File: config.mk
export PLATFORM = sky130hd
export DESIGN_NAME = pc_sequencer
export DESIGN_NICKNAME = d
export VERILOG_FILES = /design/src/rtl/pc_sequencer_pkg.sv /design/src/rtl/pc_redirect_buf.sv /design/src/rtl/pc_sequencer.sv
export SDC_FILE = /design/constraint.sdc
export NUM_CORES = 1
export LEC_CHECK = 0
export CAP_MARGIN = 20
export CORE_MARGIN = 5
export CORE_UTILIZATION = 45
export DETAILED_ROUTE_END_ITERATION = 8
export GPL_TIMING_DRIVEN = 1
export PLACE_DENSITY = 0.87
export SLEW_MARGIN = 10
export SYNTH_ARGS = -nofsm -noshare
export SYNTH_HDL_FRONTEND = slang
export SYNTH_SLANG_ARGS = --single-unit
File: constraint.sdc
create_clock -name clk -period 2.35 [get_ports clk]
set_input_delay 0.47 -clock clk [delete_from_list [all_inputs] [get_ports clk]]
set_output_delay 0.47 -clock clk [all_outputs]
set_load 0.005 [all_outputs]
File: src/rtl/pc_sequencer_pkg.sv
// pc_sequencer_pkg
//   Shared definitions for the next-PC controller: FSM state encoding and a
//   small decode helper that debug/trace logic can reuse.
//   No ports (package).
package pc_sequencer_pkg;

  // 2-bit state encoding. Only FETCH and HALT are ever entered; the unused
  // encodings behave exactly like FETCH so a corrupted register self-recovers.
  typedef enum logic [1:0] {
    ST_FETCH       = 2'b00,
    ST_HALT        = 2'b01,
    ST_HALT_UNUSED = 2'b10,
    ST_RESERVED    = 2'b11
  } pc_state_t;

  // True only for the real HALT encoding; everything else decodes to FETCH.
  function automatic logic is_halt_state(input pc_state_t s);
    return (s == ST_HALT);
  endfunction

endpackage

File: src/rtl/pc_redirect_buf.sv
// pc_redirect_buf
//   One-entry redirect target buffer. Captures a jump/branch target that
//   arrives while the sequencer cannot advance, and presents either the live
//   redirect (this cycle's request) or the buffered one to the pc_next mux.
// Ports
//   clk, rst        clock, synchronous active-high reset
//   load_en         capture live redirect this cycle if one is present
//   clear           drop the buffered entry (consumed by an advance)
//   jump/jump_target, branch_taken/branch_target   live redirect requests
//   pending         buffered entry valid
//   sel_valid       a redirect (live or buffered) is available
//   sel_target      chosen redirect target (jump > branch > buffered)
module pc_redirect_buf #(
  parameter int BUS_WIDTH = 16
) (
  input  logic                 clk,
  input  logic                 rst,
  input  logic                 load_en,
  input  logic                 clear,
  input  logic                 jump,
  input  logic [BUS_WIDTH-1:0] jump_target,
  input  logic                 branch_taken,
  input  logic [BUS_WIDTH-1:0] branch_target,
  output logic                 pending,
  output logic                 sel_valid,
  output logic [BUS_WIDTH-1:0] sel_target
);

  logic                 live_valid;
  logic [BUS_WIDTH-1:0] live_target;
  logic [BUS_WIDTH-1:0] held_target;

  // Jump always beats a simultaneous branch.
  assign live_valid  = jump | branch_taken;
  assign live_target = jump ? jump_target : branch_target;

  // A newer request overwrites an older buffered one.
  always_ff @(posedge clk) begin
    if (rst) begin
      pending     <= 1'b0;
      held_target <= '0;
    end else if (clear) begin
      pending <= 1'b0;
    end else if (load_en && live_valid) begin
      pending     <= 1'b1;
      held_target <= live_target;
    end
  end

  // Bypass: a live request takes precedence over the buffered target.
  assign sel_valid  = live_valid | pending;
  assign sel_target = live_valid ? live_target : held_target;

endmodule

File: src/rtl/pc_sequencer.sv
// pc_sequencer
//   Next-PC controller. Computes pc_next every cycle from pc, the imem fetch
//   handshake, branch/jump redirects, stall and halt/resume. The external pc
//   register has no enable, so holding means pc_next = pc.
// Ports
//   clk, rst                     clock, synchronous active-high reset
//   pc                           current pc register value
//   imem_ready                   imem completes the fetch at pc this cycle
//   stall                        hold pc and drop imem_req
//   branch_taken/branch_target   conditional redirect
//   jump/jump_target             unconditional redirect
//   halt_req, resume             enter / leave HALT
//   pc_next                      value for the pc register (combinational)
//   imem_req                     fetch request for pc
//   fetch_valid                  fetch at pc completed this cycle
//   halted                       sequencer is in HALT (registered)
//   redirect_pending             buffered redirect awaiting next advance
//   fetch_count                  completed fetches since reset (wrapping)
module pc_sequencer
  import pc_sequencer_pkg::*;
#(
  parameter int                   BUS_WIDTH    = 16,
  parameter logic [BUS_WIDTH-1:0] RESET_VECTOR = '0,
  parameter int                   PC_STEP      = 1,
  parameter int                   CNT_WIDTH    = 16
) (
  input  logic                 clk,
  input  logic                 rst,
  input  logic [BUS_WIDTH-1:0] pc,
  input  logic                 imem_ready,
  input  logic                 stall,
  input  logic                 branch_taken,
  input  logic [BUS_WIDTH-1:0] branch_target,
  input  logic                 jump,
  input  logic [BUS_WIDTH-1:0] jump_target,
  input  logic                 halt_req,
  input  logic                 resume,
  output logic [BUS_WIDTH-1:0] pc_next,
  output logic                 imem_req,
  output logic                 fetch_valid,
  output logic                 halted,
  output logic                 redirect_pending,
  output logic [CNT_WIDTH-1:0] fetch_count
);

  pc_state_t            state;
  logic                 in_halt;
  logic                 advance;
  logic                 redirect_valid;
  logic [BUS_WIDTH-1:0] redirect_target;
  logic [BUS_WIDTH-1:0] step_pc;

  assign in_halt = is_halt_state(state);
  assign step_pc = pc + BUS_WIDTH'(PC_STEP);

  // imem_req depends only on state, stall and rst, so there is no path from
  // imem_ready back into the request.
  assign imem_req    = !rst && !in_halt && !stall;
  assign advance     = imem_req && imem_ready;
  assign fetch_valid = advance;

  // Redirects that arrive when we cannot advance (waiting, stalled or halted)
  // are parked here; an advance consumes or discards the parked entry.
  pc_redirect_buf #(
    .BUS_WIDTH(BUS_WIDTH)
  ) u_redirect_buf (
    .clk          (clk),
    .rst          (rst),
    .load_en      (!advance),
    .clear        (advance),
    .jump         (jump),
    .jump_target  (jump_target),
    .branch_taken (branch_taken),
    .branch_target(branch_target),
    .pending      (redirect_pending),
    .sel_valid    (redirect_valid),
    .sel_target   (redirect_target)
  );

  // pc only moves on an advance; otherwise it is held by feeding it back.
  always_comb begin
    pc_next = pc;
    if (rst) begin
      pc_next = RESET_VECTOR;
    end else if (advance) begin
      pc_next = redirect_valid ? redirect_target : step_pc;
    end
  end

  // FSM with registered halted flag and the fetch counter. halt_req is only
  // honoured together with an advance; resume wins over halt_req in HALT.
  always_ff @(posedge clk) begin
    if (rst) begin
      state       <= ST_FETCH;
      halted      <= 1'b0;
      fetch_count <= '0;
    end else begin
      case (state)
        ST_HALT: begin
          if (resume) begin
            state  <= ST_FETCH;
            halted <= 1'b0;
          end
        end
        default: begin
          if (advance && halt_req) begin
            state  <= ST_HALT;
            halted <= 1'b1;
          end else begin
            state  <= ST_FETCH;
            halted <= 1'b0;
          end
        end
      endcase
      if (advance) begin
        fetch_count <= fetch_count + CNT_WIDTH'(1);
      end
    end
  end

endmodule
==> metrics.md, run 1 <==
| Metric | Value |
|---|---|
| Outcome | `complete, but fails checks` |
| Failing checks | `setup timing` |
| Commonest non-fill, non-tap cell in the layout | `buf_4` |
| Clk buf depth | `2` |
| Largest net degree at the start of global routing | `27` |
| Hold Vio Cnt, Final | `0` |
| Post-synth ARST share | `0%` |
| Total grt overflow | `0` |
| Number of global-route vias before repair | `3,677` |
| Crit path DAT | `2.05 ns` |
| Critical path class | `in2out` |
| Final Skew | `0.0103 ns` |
| Reg2reg setup slack | `0.10 ns` |
| R2r endpoint | `fetch_count[12]` |
| Final period util | `107%` |
| Wire length per cell | `23.8 microns` |
| Vias per Instance | `6.87` |
| Worst Tran Pin Value | `0.433 ns` |
| Share of post-route cells with drive strength above 1 | `40.0%` |
| Io pins | `92` |
| Worst path cell trace | `buf_6 -> nand4_1 -> buf_4 -> or4_4 -> a2111oi_4 -> a21o_1 -> buf_2` |
| Synth Register Bits | `34` |
| DRC viols | `0` |
| Die Area | `0.00702 sq mm` |
| Register area share after synthesis | `27.8%` |
| Ys Warns | `0` |
| CTS buffer count | `5` |
| Hold crit path type | `reg2reg` |
| Number of synthesized flops with an enable pin | `0` |
| Cells on worst reg2reg path | `11` |
| Rel. slew slack | `70.9%` |
| Fin cells | `578` |
| Worst Path Required | `1.88 ns` |
| Synth cell types | `58` |
| Slowest-stage cell, CP | `or4_4` |
| Hold buffers post-CTS | `0` |
| CTS tree | `built` |
| Synth Net Count | `386` |
| Setup Viol. Count Final | `9` |
| Final antenna-violating net count | `0` |
| R2R Path Start | `halted` |
| Worst setup EP type | `primary output` |
| Area Overhead vs Synth | `90.0%` |
| WL final | `13,800 microns` |
| Max Slew Vio Count | `0` |
| RSZ-0062 raised after global routing | `yes` |
| Syn Std Cell Area | `0.00245 sq mm` |
| Initial core utilization | `47.0%` |
| First-pass GRT wire length | `18,200 microns` |
| Worst Setup Start Kind | `input port` |
| Fmax | `397 MHz` |
| DR iter-0 viols | `482` |
| Hold depth | `1` |
| Worst vdd ir | `0.290 mV` |
| CP max stage delay | `0.50 ns` |
| Core Rows | `26` |
| Final setup margin | `-0.166 ns` |
| Max Cap Viol | `0` |
| Via count | `3,968` |
| Die Width | `83.8 microns` |
| Core Area | `0.00520 sq mm` |
| Clock sink count | `34` |
| Ys flop type | `dfxtp_1` |
| CP Max Fanout | `3` |
| Initial antenna violation count | `0` |
| Clock-pin slew on the worst setup and hold paths | `0.06 ns` |
| Final setup TNS | `-0.755 ns` |
| DP Cell Count | `535` |
| Setup crit start | `pc[9]` |
| Ant diodes | `0` |
| Post-DP HPWL | `6830 microns` |
| GRT Overall Usage | `31.9%` |
| PortBufs | `91` |
| Final GP Congestion | `0.960` |
| Leakage | `0.00196 uW` |
| CP endpoint | `pc_next[11]` |
| Final net count | `567` |
| Mean cell area of the mapped netlist | `7.47 sq um` |
| Max H-tree Level | `2` |
| CTS Root Cell | `clkbuf_8` |
| Util after Layout | `89.4%` |
| Commonest cells after routing, fill and taps aside | `buf_4 (88), clkdlybuf4s50_1 (51), dfxtp_1 (32)` |
| Initial DRT Pass Iterations | `7` |
| Die height | `83.8 microns` |
| Clk_lat worst skew | `0.30 ns` |
| Syn Inst Count | `328` |
| Tmin final | `2.52 ns` |
| Pwr/cell area | `378 mW/mm^2` |
-- cells in the mapped netlist, types with 2 or more instances --
library cell | count | area share (%)
buf_2 | 6 | 1.2
and3_1 | 4 | 1.0
o21ai_0 | 18 | 3.7
o2bb2ai_1 | 3 | 1.1
a211oi_1 | 5 | 1.5
mux2i_1 | 3 | 1.2
a22o_1 | 6 | 2.1
dfxtp_1 | 34 | 28
o21a_1 | 7 | 2.1
nor2_1 | 32 | 4.9
nor3b_1 | 9 | 2.8
nand2_1 | 31 | 4.8
ha_1 | 2 | 1.0
nor3_1 | 8 | 1.6
and4_1 | 2 | 0.72
inv_1 | 11 | 1.7
o41ai_1 | 7 | 2.5
or3_1 | 7 | 1.8
a31oi_1 | 5 | 1.3
a21oi_1 | 14 | 2.9
clkbuf_1 | 14 | 2.1
nand2b_1 | 9 | 2.3
or4_1 | 3 | 0.92
nand3_1 | 11 | 2.2
nand3b_1 | 3 | 0.92
o31ai_1 | 9 | 2.8
o22ai_1 | 3 | 0.77
nand4_1 | 9 | 2.3
a311oi_1 | 8 | 2.9
xor2_1 | 7 | 2.5
o311ai_0 | 3 | 1.1
nor2b_1 | 9 | 2.3
-- power breakdown --
group | internal (uW) | switching, uW
Sequential | 605 | 29.2
Clock | 226 | 233
Combinational | 344 | 321
Total | 1180 | 583
-- state kept, by name (all words and copies together) (netlist names) --
signal and cells:
u_redirect_buf.held_target 16, halted 1, fetch_count 16, u_redirect_buf.pending 1
-- area by class of cell --
class / instances / area, sq um
repair buffers: 196 / 1770
flip-flops and latches: 34 / 686
well taps: 70 / 87.6
multi-input cells: 260 / 1980
fillers: 231 / 553
clock buffers: 6 / 82.6
inverters: 12 / 47.5
-- how the worst min path moves through the flow --
stage	startpoint	endpoint
global route	fetch_count[15]	fetch_count[15]
detailed placement	u_redirect_buf.held_target[10]	u_redirect_buf.held_target[10]
floorplan	u_redirect_buf.held_target[10]	u_redirect_buf.held_target[10]
finish	fetch_count[15]	fetch_count[15]
CTS	fetch_count[15]	fetch_count[15]
global placement	fetch_count[15]	fetch_count[15]
-- critical path, delay by kind of cell --
family | cells | cell delay [ns]
AND/OR/NAND/NOR | 2 | 0.66
buffers and inverters | 3 | 0.39
AO/OA/AOI/OAI | 2 | 0.52
-- cell families (layout without fill, tap and decap cells) --
| kind of cell | Yosys count | count (layout) | share of synthesized area [%] |
|---|---|---|---|
| AOI/OAI and AO/OA | 98 | 98 | 28.6 |
| DFF | 34 | 34 | 27.8 |
| adders and majority gates | 2 | 2 | 1.02 |
| xor gates and xnor gates | 8 | 8 | 2.86 |
| muxes | 3 | 3 | 1.23 |
| buffers and inverters | 34 | 214 | 5.82 |
| and+or+nand+nor | 149 | 149 | 32.7 |
-- routing by layer --
| layer | part of all wire [%] | GRT usage (%) | vias to the layer above |
|---|---|---|---|
| li1 | - | - | 1595 |
| met1 | 33 | 35.4 | 1784 |
| met2 | 45 | 55.3 | 432 |
| met3 | 12 | 7.80 | 157 |
| met4 | 9.7 | 17.5 | 0 |
| met5 | 0 | 0 | - |
-- repair_timing --
item / in CTS / in global routing
endpoints found under the setup margin: 19 / 24
setup buffers: 29 / 7
pin swaps: 26 / 27
cloned: 2 / 0
gates resized for setup: 180 / 63
-- per-stage QoR --
stage / cell area [sq um] / hold slack, ns / power (uW) / setup slack (ns)
after CTS: 4450 / 0.478 / 1620 / -0.00465
after global routing: 4650 / 0.511 / 1790 / -0.243
after detailed placement: 3880 / 0.463 / 1130 / -0.844
after global placement: 3880 / 0.449 / 1120 / -0.809
after floorplan: 2450 / 0.441 / 824 / 0.237
final: 4650 / 0.486 / 1760 / -0.166
(Power assumes the default switching activity.)
==> run 2, diff against run 1 <==
- ABC_AREA: unset -> 1
- CORE_ASPECT_RATIO: unset -> 0.6
==> run 2 against run 1 <==
  * The run now ends clean
  * Clock skew is 0.0032 ns higher
  * Power down 14%
  * Non-clock buffer count down 37
  * Setup slack improved by 0.20 ns
  * Worst hold slack worse by 0.032 ns
  * Synthesized cell count increased by 27%
  * Synthesized area up 0.92%
  * Register-to-register slack gained 0.59 ns
==> metrics.md, run 2 <==
| Metric | Value |
|---|---|
| Outcome | `completed` |
| Total grt overflow | `0` |
| CTS tree | `built` |
| CTS Root Cell | `clkbuf_8` |
| Vias per Instance | `5.43` |
| Leakage | `0.00191 uW` |
| CTS buffer count | `5` |
| DP Cell Count | `619` |
| Die height | `67.4 microns` |
| Rel. slew slack | `74.3%` |
| Worst setup EP type | `primary output` |
| Number of global-route vias before repair | `3,277` |
| Hold Vio Cnt, Final | `0` |
| Multi-input gate area | `0.00161 sq mm` |
| Ys flop type | `dfxtp_1` |
| Syn Inst Count | `418` |
| Worst vdd ir | `0.230 mV` |
| RSZ-0062 raised after global routing | `yes` |
| Number of synthesized flops with an enable pin | `0` |
| Wire length per cell | `15.8 microns` |
| Synth Net Count | `476` |
| R2R Path Start | `halted` |
| Area leader, netlist | `dfxtp_1` |
| R2r endpoint | `fetch_count[13]` |
| DRC viols | `0` |
| M2 GR Usage | `44.8%` |
| CP Max Fanout | `7` |
| Register area share after synthesis | `27.5%` |
| Final antenna-violating net count | `0` |
| Via count | `3,462` |
| Hold Crit Start | `u_redirect_buf.held_target[4]` |
| Post-synth ARST share | `0%` |
| Max H-tree Level | `2` |
| Initial core utilization | `47.7%` |
| Synth Register Bits | `34` |
| PortBufs | `91` |
| Clk_lat worst skew | `0.29 ns` |
| Initial DRT Pass Iterations | `5` |
| Hold slack | `0.454 ns` |
| Ys Warns | `0` |
| Met3 GRT Util | `10.8%` |
| Mean cell area of the mapped netlist | `5.91 sq um` |
| Hold depth | `2` |
| Sequential cell area | `681 sq um` |
| Reg2reg setup slack | `0.69 ns` |
| Ant diodes | `0` |
| Final setup margin | `0.0344 ns` |
| Largest net degree at the start of global routing | `27` |
| Tmin final | `2.32 ns` |
| Setup Viol. Count Final | `0` |
| Hold EP | `u_redirect_buf.held_target[4]` |
| Busiest grt layer | `met2` |
| Most common cell in the netlist | `nand2_1` |
| Die Area | `0.00712 sq mm` |
| Final GP Congestion | `0.911` |
| Io pins | `92` |
| Core Rows | `20` |
| Max Cap Viol | `0` |
| Fin cells | `637` |
| Max Slew Vio Count | `0` |
| Commonest cells after routing, fill and taps aside | `nand2_1 (121), buf_4 (62), clkdlybuf4s50_1 (58)` |
| Synth area leaders | `dfxtp_1 (28%), nand2_1 (20%), o21ai_0 (9.1%), inv_1 (8.2%), nor2_1 (6.2%)` |
| Die Width | `106 microns` |
| Worst Path Required | `1.88 ns` |
| Hold crit path type | `reg2reg` |
| Post-place setup slack | `-0.669 ns` |
| Post-DP HPWL | `7630 microns` |
| Core Area | `0.00518 sq mm` |
| Clock-pin slew on the worst setup and hold paths | `0.07 ns` |
| Top post-synthesis cells by count | `nand2_1 (131), inv_1 (54), o21ai_0 (45), nor2_1 (41), dfxtp_1 (34)` |
| Worst Tran Pin Value | `0.382 ns` |
| Clk buf depth | `2` |
| M1 GR Usage | `36.4%` |
| Final net count | `629` |
| Commonest non-fill, non-tap cell in the layout | `nand2_1` |
| GRT Overall Usage | `28.4%` |
| Share of post-route cells with drive strength above 1 | `24.3%` |
| Clock sink count | `34` |
| DR iter-0 viols | `271` |
| Crit path DAT | `1.85 ns` |
| Biggest registers after layout | `fetch_count (16), u_redirect_buf.held_target (16)` |
| Worst Setup Start Kind | `input port` |
| Syn Std Cell Area | `0.00247 sq mm` |
| Area Overhead vs Synth | `64.1%` |
| Pwr/cell area | `372 mW/mm^2` |
| WL final | `10,100 microns` |
| Final Skew | `0.0135 ns` |
| Synth cell types | `32` |
| Initial antenna violation count | `0` |
| Critical path class | `in2out` |
| Yosys top cell area share | `27.5%` |
| Final period util | `98.5%` |
| Fillers | `390` |
| First-pass GRT wire length | `15,800 microns` |
| Cells on worst reg2reg path | `8` |
| Fmax | `432 MHz` |
[run 2: changes by cell type after synthesis, sizes merged, moves of 11 or more]
cell	before	now
a21oi	14	25
clkbuf	14	1
inv	12	57
nand2	32	135
nand3	12	24
nor2	33	47
o21ai	18	45
[run 2: critical path, stage by stage]
cell and delay (ns):
dlygate4sd2_1 0.26, nor2_2 0.13, nand3_4 0.12, buf_8 0.15, nand2_1 0.12, inv_4 0.04
buf_4 0.17, nand2_1 0.07, nand2_1 0.05, dlygate4sd2_1 0.26
[run 2: how the worst max path moves through the flow]
stage	from	to	slack, ns
floorplan	jump	pc_next[0]	0.53
global placement	jump	pc_next[13]	-0.67
detailed placement	jump	pc_next[13]	-0.67
CTS	branch_taken	pc_next[5]	0.01
global route	jump	pc_next[12]	-0.04
finish	stall	pc_next[12]	0.03
[run 2: routing by layer]
layer	part of all wire, %	vias to the layer above
li1	-	1655
met3	12	27
met1	43	1571
met4	1.7	0
met5	0	-
met2	43	209
[run 2: what timing repair did]
action,in CTS,in global routing
gates resized for setup,100,26
hold buffers,0,0
buffers inserted,9,3
pin swaps,12,7
endpoints found under the setup margin,17,15
[run 2: layout make-up]
cell class,instances,area share [%]
Clock inverter,2,0.247
Tap cell,66,2.04
Timing Repair Buffer,159,33.9
Clock buffer,5,1.70
Multi-Input combinational cell,314,39.7
Inverter,57,5.62
Sequential cell,34,16.8
[run 2: kinds of logic after synthesis]
| kind of cell | after synthesis | synth area share (%) |
|---|---|---|
| and+or+nand+nor | 219 | 38.6 |
| AOI/OAI and AO/OA | 91 | 20.1 |
| buffers and inverters | 70 | 12.1 |
| DFF | 34 | 27.5 |
| xor gates and xnor gates | 2 | 0.709 |
| adders and majority gates | 2 | 1.01 |
[run 2: report_power, final]
part / switching [uW] / internal [uW]
Combinational: 240 / 237
Clock: 213 / 199
Sequential: 16.1 / 604
[run 2: metrics by stage]
stage	setup TNS, ns	total power [uW]	utilization (%)	area [sq um]
floorplan	0	804	-	2470
global placement	-8.24	1070	73.6	3810
detailed placement	-8.87	1080	73.6	3810
CTS	0	1490	78.0	4040
global route	-0.0828	1570	78.3	4050
finish	0	1510	78.3	4050
==> run 3, diff against run 2 <==
- PLACE_DENSITY: 0.87 -> 0.81
==> run 3 against run 2 <==
  * Sequential share of layout area fell by 0.12 points
  * Critical path depth fell by 2
  * Core utilization rose by 1.0 points
  * Register-to-register slack got worse by 0.17 ns
  * Routed wire length rose by 6.9%
  * Fmax fell by 1.1%
  * Combinational power barely moved
  * Via count rose by 4.2%
  * First-iteration DRC count rose by 36%
  * Worst hold slack improved by 0.014 ns
  * Highest routed layer unchanged
==> metrics.md, run 3 (same netlist as run 2, synthesis figures left out) <==
| Metric | Value |
|---|---|
| Outcome | `completed` |
| Initial DRT Pass Iterations | `6` |
| DR iter-0 viols | `369` |
| Internal Power | `1070 uW` |
| Clk_lat worst skew | `0.29 ns` |
| Tmin final | `2.34 ns` |
| Worst path cell trace | `dlygate4sd2_1 -> nand3_4 -> buf_4 -> buf_6 -> nand2_1 -> buf_4 -> o22ai_1 -> dlygate4sd2_1` |
| Critical path class | `in2out` |
| Initial core utilization | `47.7%` |
| Final setup TNS | `0 ns` |
| Busiest grt layer | `met2` |
| Multi-input gate area | `0.00162 sq mm` |
| Slowest-stage cell, CP | `dlygate4sd2_1` |
| Pwr/cell area | `379 mW/mm^2` |
| Hold crit path type | `reg2reg` |
| Core Area | `0.00518 sq mm` |
| Setup crit start | `imem_ready` |
| Rel. slew slack | `75.4%` |
| Clk buf depth | `2` |
| Core Rows | `20` |
| Leakage | `0.00194 uW` |
| Reg2reg setup slack | `0.52 ns` |
| RSZ-0062 raised after global routing | `yes` |
| Final Skew | `0.00854 ns` |
| Hold buffers post-CTS | `0` |
| Post-DP HPWL | `7560 microns` |
| Die Width | `106 microns` |
| Share of post-route cells with drive strength above 1 | `25.4%` |
| Worst Tran Pin Value | `0.366 ns` |
| Tot Pwr | `1560 uW` |
| Switching portion of total power | `31.0%` |
| Crit path DAT | `1.87 ns` |
| Net Sw Power | `482 uW` |
| Sequential cell area | `684 sq um` |
| Initial antenna violation count | `0` |
| DRC viols | `0` |
| Comb pwr share | `30.8%` |
| Biggest registers after layout | `fetch_count (16), u_redirect_buf.held_target (16)` |
| Final net count | `631` |
| PortBufs | `91` |
| Setup Viol. Count Final | `0` |
| Largest net degree at the start of global routing | `31` |
| Number of global-route vias before repair | `3,364` |
| Area Overhead vs Synth | `66.2%` |
| Die height | `67.4 microns` |
| Total grt overflow | `0` |
| Clock-pin slew on the worst setup and hold paths | `0.07 ns` |
| Clock power frac | `29.3%` |
| Fmax | `427 MHz` |
| Wire length per cell | `16.8 microns` |
| Clock sink count | `34` |
| GRT Overall Usage | `28.8%` |
| Io pins | `92` |
| Die Area | `0.00712 sq mm` |
| WL final | `10,700 microns` |
| Worst setup EP type | `primary output` |
| CTS tree | `built` |
| Max H-tree Level | `2` |
| Flop pwr share | `39.9%` |
| M1 GR Usage | `39.7%` |
| CTS buffer count | `5` |
| Final antenna-violating net count | `0` |
| CP max stage delay | `0.27 ns` |
| R2R Path Start | `halted` |
| Worst Setup Start Kind | `input port` |
| Final GP Congestion | `0.957` |
| Hold Vio Cnt, Final | `0` |
| Final period util | `99.7%` |
| Max Slew Vio Count | `0` |
| Met3 GRT Util | `7.07%` |
| Worst vdd ir | `0.225 mV` |
| CP Max Fanout | `12` |
| Commonest non-fill, non-tap cell in the layout | `nand2_1` |
| Hold Crit Start | `u_redirect_buf.held_target[4]` |
| Fillers | `403` |
| Ant diodes | `0` |
| M2 GR Usage | `45.9%` |
| CTS Root Cell | `clkbuf_8` |
| Max Cap Viol | `0` |
| Via count | `3,607` |
| Vias per Instance | `5.64` |
| Worst Path Required | `1.88 ns` |
| First-pass GRT wire length | `16,100 microns` |
| Commonest cells after routing, fill and taps aside | `nand2_1 (123), buf_4 (65), clkdlybuf4s50_1 (57)` |
[run 3: cell count changes in the layout (fill, tap and decap cells not counted), sizes merged]
cell / delta
clkbuf: +1
clkdlybuf4s18: -1
buf: +1
clkdlybuf4s50: -1
clkdlybuf4s15: +2
inv: -1
dlymetal6s2s: +2
[run 3: final timing paths]
check                             endpoint  depth (start not counted)
max                             pc_next[4]                          8
min reg2reg  u_redirect_buf.held_target[4]                          2
min          u_redirect_buf.held_target[4]                          2
max reg2reg                fetch_count[12]                         12
[run 3: final cells by class]
cell class	count	share of cell area, %
Clock buffer	7	2.10
Clock inverter	1	0.122
Inverter	57	5.55
Multi-Input combinational cell	314	39.4
Sequential cell	34	16.7
Tap cell	66	2.01
Timing Repair Buffer	161	34.1
[run 3: what timing repair did]
item | in CTS | in global routing
pin swaps | 13 | 12
setup buffers | 14 | 4
setup endpoints to repair | 17 | 11
resized for setup | 94 | 34
[run 3: power by group through the flow]
stage / logic, uW / registers (uW) / clock network [uW]
global placement: 430 / 631 / 0
CTS: 447 / 618 / 452
global route: 513 / 622 / 482
detailed placement: 438 / 632 / 0
floorplan: 176 / 628 / 0
finish: 479 / 621 / 455
[run 3: worst max-delay path: cells and delay by family]
| family | cells | cell delay (ns) |
|---|---|---|
| AOI/OAI and AO/OA | 1 | 0.16 |
| and+or+nand+nor | 2 | 0.25 |
| buffers and inverters | 5 | 0.99 |
[run 3: through the flow]
stage	hold slack [ns]	cell area [sq um]	worst slack (ns)	cells	utilization (%)
after CTS	0.466	4040	-0.0787	636	77.9
after global routing	0.498	4110	-0.0302	640	79.3
after floorplan	0.425	2470	0.531	418	-
final	0.468	4110	0.00791	640	79.3
after detailed placement	0.448	3770	-0.660	614	72.9
after global placement	0.436	3770	-0.628	614	72.9
[run 3: per-layer routing]
layer	vias to the layer above	part of all wire, %
met3	25	11
met4	0	1.7
met2	248	44
met5	-	0
li1	1659	-
met1	1675	43
